File: config.mk
export PLATFORM = sky130hd
export DESIGN_NAME = moving_average_ctrl
export DESIGN_NICKNAME = d
export VERILOG_FILES = /design/src/rtl/moving_average_ctrl_pkg.sv /design/src/rtl/moving_average_ptr.sv /design/src/rtl/moving_average_ctrl.sv
export SDC_FILE = /design/constraint.sdc
export NUM_CORES = 1
export LEC_CHECK = 0
export ABC_AREA = 1
export CAP_MARGIN = 20
export CORE_AREA = 2 2 55 57
export CTS_BUF_LIST = sky130_fd_sc_hd__clkbuf_4 sky130_fd_sc_hd__clkbuf_8
export CTS_CLUSTER_SIZE = 24
export DETAILED_ROUTE_END_ITERATION = 6
export DIE_AREA = 0 0 57 59
export DONT_BUFFER_PORTS = 1
export MAX_ROUTING_LAYER = met4
export PLACE_DENSITY_LB_ADDON = 0.2
export SLEW_MARGIN = 40
export SYNTH_ARGS = -nofsm -noshare
export SYNTH_HDL_FRONTEND = slang
export SYNTH_SLANG_ARGS = --single-unit
File: constraint.sdc
create_clock -name clk -period 2.5 [get_ports clk]
set_input_delay 0.5 -clock clk [delete_from_list [all_inputs] [get_ports clk]]
set_output_delay 0.5 -clock clk [all_outputs]
set_load 0.01 [all_outputs]
File: src/rtl/moving_average_ctrl_pkg.sv
// Shared types for the moving-average sequencer.
// MOVING_AVERAGE_FLUSH_EN selects whether a zero-writing FLUSH phase precedes FILL.
package moving_average_ctrl_pkg;

  typedef enum logic [1:0] {
    FLUSH = 2'd0,
    FILL  = 2'd1,
    RUN   = 2'd2
  } state_t;

`ifdef MOVING_AVERAGE_FLUSH_EN
  localparam bit     FLUSH_EN    = 1'b1;
  localparam state_t RESET_STATE = FLUSH;
`else
  localparam bit     FLUSH_EN    = 1'b0;
  localparam state_t RESET_STATE = FILL;
`endif

endpackage

File: src/rtl/moving_average_ptr.sv
// Wrapping address counter: counts 0..limit_i, then returns to 0 with wrap_o high.
// Shared by the circular delay-line pointer and the FLUSH address.
module moving_average_ptr #(
  parameter int unsigned AW = 6
) (
  input  logic          clk,
  input  logic          reset_n,
  input  logic          clr_i,
  input  logic          en_i,
  input  logic [AW-1:0] limit_i,
  output logic [AW-1:0] ptr_o,
  output logic          wrap_o
);

  logic [AW-1:0] ptr_q;
  logic [AW-1:0] ptr_d;

  always_comb begin
    wrap_o = en_i && (ptr_q == limit_i);
    ptr_d  = ptr_q;
    if (clr_i) begin
      ptr_d = '0;
    end else if (en_i) begin
      ptr_d = wrap_o ? '0 : ptr_q + AW'(1);
    end
  end

  always_ff @(posedge clk) begin
    if (!reset_n) begin
      ptr_q <= '0;
    end else begin
      ptr_q <= ptr_d;
    end
  end

  assign ptr_o = ptr_q;

endmodule

File: src/rtl/moving_average_ctrl.sv
// Moving-average sequencer: delay-line addressing, accumulator strobes, window reconfig.
// MOVING_AVERAGE_FLUSH_EN adds a FLUSH phase that zero-fills the active window.
module moving_average_ctrl
  import moving_average_ctrl_pkg::*;
#(
  parameter  int unsigned SIZE_MAX_WINDOW      = 64,
  parameter  int unsigned SIZE_WINDOW          = 8,
  localparam int unsigned SIZE_LOG2_MAX_WINDOW = $clog2(SIZE_MAX_WINDOW),
  localparam int unsigned DEFAULT_LOG2_WINDOW  = $clog2(SIZE_WINDOW),
  localparam int unsigned LW                   = $clog2(SIZE_LOG2_MAX_WINDOW + 1),
  localparam int unsigned AW                   = SIZE_LOG2_MAX_WINDOW
) (
  input  logic          clk,
  input  logic          reset_n,
  input  logic          cfg_valid,
  output logic          cfg_ready,
  input  logic [LW-1:0] cfg_log2_window,
  input  logic          in_valid,
  output logic          in_ready,
  output logic          dl_rd_en,
  output logic [AW-1:0] dl_rd_addr,
  output logic          dl_wr_en,
  output logic [AW-1:0] dl_wr_addr,
  output logic          dl_wr_zero,
  output logic          acc_clear,
  output logic          acc_en,
  output logic          acc_sub_en,
  output logic [LW-1:0] shift,
  output logic          out_valid,
  output logic          primed
);

  state_t        state_q, state_d;
  logic [LW-1:0] k_q, k_d;
  logic [AW-1:0] fill_cnt_q, fill_cnt_d;

  logic          s1_valid_q, s1_full_q, s1_sub_q;
  logic [AW-1:0] s1_addr_q;
  logic          s2_valid_q;
  logic          out_valid_q;
  logic          acc_clear_q;

  logic          active, flushing;
  logic          cfg_acc, smp_acc, smp_full, smp_sub;
  logic [AW-1:0] limit;
  logic [AW-1:0] ptr;
  logic          ptr_wrap;

  // One counter serves both phases: FLUSH never accepts samples, so enables never collide.
  moving_average_ptr #(
    .AW(AW)
  ) u_ptr (
    .clk    (clk),
    .reset_n(reset_n),
    .clr_i  (cfg_acc),
    .en_i   (smp_acc || flushing),
    .limit_i(limit),
    .ptr_o  (ptr),
    .wrap_o (ptr_wrap)
  );

  always_comb begin
    limit     = AW'((32'd1 << k_q) - 32'd1);
    active    = reset_n && ((state_q == FILL) || (state_q == RUN));
    flushing  = FLUSH_EN && reset_n && (state_q == FLUSH);
    in_ready  = active && !cfg_valid;
    cfg_ready = active && !s1_valid_q && !s2_valid_q;
    cfg_acc   = cfg_valid && cfg_ready;
    smp_acc   = in_valid && in_ready;
    smp_full  = (state_q == RUN) || (fill_cnt_q == limit);
    smp_sub   = FLUSH_EN || (state_q == RUN);
  end

  always_comb begin
    state_d    = state_q;
    k_d        = k_q;
    fill_cnt_d = fill_cnt_q;
    if (cfg_acc) begin
      k_d        = (cfg_log2_window > LW'(SIZE_LOG2_MAX_WINDOW)) ?
                   LW'(SIZE_LOG2_MAX_WINDOW) : cfg_log2_window;
      fill_cnt_d = '0;
      state_d    = RESET_STATE;
    end else if (flushing && ptr_wrap) begin
      state_d = FILL;
    end else if (smp_acc && (state_q == FILL)) begin
      fill_cnt_d = fill_cnt_q + AW'(1);
      if (fill_cnt_q == limit) begin
        state_d = RUN;
      end
    end
  end

  always_ff @(posedge clk) begin
    if (!reset_n) begin
      state_q     <= RESET_STATE;
      k_q         <= LW'(DEFAULT_LOG2_WINDOW);
      fill_cnt_q  <= '0;
      s1_valid_q  <= 1'b0;
      s1_full_q   <= 1'b0;
      s1_sub_q    <= 1'b0;
      s1_addr_q   <= '0;
      s2_valid_q  <= 1'b0;
      out_valid_q <= 1'b0;
      acc_clear_q <= 1'b1;
    end else begin
      state_q     <= state_d;
      k_q         <= k_d;
      fill_cnt_q  <= fill_cnt_d;
      s1_valid_q  <= smp_acc;
      s1_full_q   <= smp_acc && smp_full;
      s1_sub_q    <= smp_acc && smp_sub;
      s1_addr_q   <= ptr;
      s2_valid_q  <= s1_valid_q;
      out_valid_q <= s1_valid_q && s1_full_q;
      acc_clear_q <= cfg_acc;
    end
  end

  always_comb begin
    dl_rd_en   = smp_acc;
    dl_rd_addr = ptr;
    dl_wr_en   = s1_valid_q || flushing;
    dl_wr_addr = flushing ? ptr : s1_addr_q;
    dl_wr_zero = flushing;
    acc_clear  = acc_clear_q;
    acc_en     = s1_valid_q;
    acc_sub_en = s1_valid_q && s1_sub_q;
    shift      = k_q;
    out_valid  = out_valid_q;
    primed     = (state_q == RUN);
  end

endmodule

==> impl_metrics.yaml, run 1 <==
outcome:
  status: "complete, no violations"
routing:
  remaining_drc_errors: 0
  firstDrtPassIters: 4
  drt_wl_total_mm: 2.887
  wl_per_cell_um: 12.61
  via_count: 1195
  antenna_left: 0
  via_per_inst: 5.218
  first_iter_violations: 40
die:
  start_util_pct: 52.49
  num_rows: 19
  dieHeight_um: 59
  chipWidth_um: 57
  io_pins: 32
  dieArea_mm2: 0.003363
  core_area_mm2: 0.002710
logic_synthesis:
  synth.area.top_cells: "dfxtp_1 (41%), nand2_1 (13%), inv_1 (9.2%), nand3_1 (6.0%), a21oi_1 (3.9%)"
  synth-adder-area-share_pct: 3.518
  syn-num-nets: 206
  ys_warn_count: 0
  netlist_area_mm2: 0.001423
  muxShareOfSynthArea_pct: 0
  synth_seq_cells: 29
  synth_compound_area_share_pct: 7.212
  avgSynthCellArea_um2: 7.295
  yosys.area_share.simple_pct: 33.07
  yosys.area.top_type_share_pct: 40.81
  seq_area_frac_synth_pct: 40.81
  synth_largest_area_cell: "dfxtp_1"
  syn-instance-count: 195
  yosysUniqueCellTypes: 23
  synth_xor_xnor_area_share_pct: 2.463
  synth_top_family_by_area: "simple AND/OR/NAND/NOR gates"
sta:
  rsz0062_at_grt: "false"
  finalSetupTns_ns: 0
  min_period_ns: 2.143
  setup_viol: 0
  timing.final.crit_share_pct: 85.73
  fmax_ghz: 0.4666
  whs_ns: 0.2701
  finalMaxSlewViolations: 0
  hold_viol_final: 0
  clock_skew_ns: 0.003101
critical_path:
  cp_max_fo: 13
  startpoint_type: "flip-flop"
  crit_buf_inv: 3
  startpoint: "state_q[0]"
  crit_family: "flip-flops"
  rr_worst_depth: 10
  end_kind: "output port"
  worst-path-stages: 7
  path_class: "flip-flop to output port"
  crit_top_cell: "inv_1"
  slowest_stage: "dfxtp_1"
  crit_chain: "inv_1 -> ha_1 -> inv_1 -> nand2_4 -> nor2_4 -> nand2_4 -> inv_1"
  cp.required_ns: 2.00
  r2r-start: "state_q[0]"
  slowest_delay_ns: 0.38
  crit_arrival_ns: 1.64
placement:
  place_area_mm2: 0.001416
  dp_hpwl_mm: 2.241
  gp_congestion: 0.9601
  port_buffers: 0
clock_network:
  postCtsSetupRepairBufs: 0
  h-tree-depth: 2
  clock_sinks: 29
  cts_hold_buf: 0
  cts_made_buffers: 5
  clk_pin_slew_ns: 0.09
  cts_tree: "yes"
  insertion_delay_ns: 0.32
  cts_resized: 0
  cts_buffer_depth: 2
  root_buffer: "clkbuf_4"
global_route:
  use_met2_pct: 32.35
  grt_pass1_wl_mm: 4.988
  grtUsageMet1_pct: 22.34
  use_met3_pct: 6.987
  grt_overflow: 0
  antenna_found_initial: 0
  busiest_layer: "met2"
  track_usage_pct: 20.55
  grt_max_degree: 14
  grt_pass1_vias: 1132
finish:
  final_cell_mix: "nand2_1 (48), inv_1 (35), dfxtp_1 (29)"
  fin_nets: 208
  fin_util_pct: 55.54
  syn_to_final_growth_pct: 5.805
  fin_area_mm2: 0.001505
  drive_gt1_share_pct: 10.61
  n_antenna_cell: 0
  layout_commonest_cell: "nand2_1"
pwr:
  leakage_nw: 0.7423
  peakVddDrop_v: 0.0005663
  powerDensity_mw_per_mm2: 640.1
run:
  cap_violations: 0
hold_path:
  worstHoldPathType: "input port to flip-flop"
  min_path_cells: 2
  hold_start: "reset_n"
## area by class of cell
class                      count  area (µm²)
sequential                    29       580.6
inverter                      36       135.1
multi-input combinational    125       661.9
clock buffer                   7       58.81
tap                           31       38.79
fill                         283        1205
clock inverter                 1       30.03
## per-stage QoR
stage               worst slack [ns]  std cells  power (mW)
floorplan                     0.7554        195      0.5613
global placement              0.7468        221      0.5676
detailed placement            0.6975        221      0.5690
CTS                           0.3286        229      0.9753
global route                  0.2153        229       1.008
finish                        0.3567        229      0.9635
## worst paths after layout
kind	to	slack [ns]
setup / recovery	dl_rd_en	0.36
hold / removal	dl_wr_addr[4]	0.27
setup reg to reg	fill_cnt_q[0]	0.67
hold reg to reg	out_valid	0.42
## where the power goes
part           total [mW]  internal (mW)  switching (mW)
Combinational      0.0702         0.0226          0.0476
Sequential          0.488          0.471          0.0178
Clock               0.405          0.249           0.155
## per-layer routing
layer	part of all wire, %	vias up
met5	0	-
met4	4.4	0
met3	4.9	11
met2	49	31
met1	42	544
li1	-	609
## state kept, by name, summed over array words and instances (netlist names)
| signal | flops |
|---|---|
| acc_clear | 1 |
| acc_en | 1 |
| dl_wr_addr | 6 |
| fill_cnt_q | 6 |
| out_valid | 1 |
| s1_full_q | 1 |
| s1_sub_q | 1 |
| s2_valid_q | 1 |
| shift | 3 |
| state_q | 2 |
| u_ptr.ptr_o | 6 |
## synth_stat cells (all sizes together)
master and number:
inv 36, a21oi 11, dfxtp 29, and3 1, xnor2 1, buf 5
conb 1, o22ai 2, o21ai 7, xor2 3, nor2 18, nand2 53
nor3 2, nand3 19, nand4 3, ha 4
## kinds of logic (layout without fill, tap and decap cells)
group | count (synthesis) | count (layout)
and+or+nand+nor | 96 | 96
buffers and inverters | 41 | 44
DFF | 29 | 29
AOI/OAI and AO/OA | 20 | 20
adders and majority gates | 4 | 4
xor gates and xnor gates | 4 | 4
other | 1 | 1
No activity file was read; power rests on OpenSTA's default activity.
==> run 2, diff against run 1 <==
Settings changed: SETUP_SLACK_MARGIN set to 0.05.
==> results of run 2 <==
No change in the layout: final DEF, timing and power equal those of run 1.
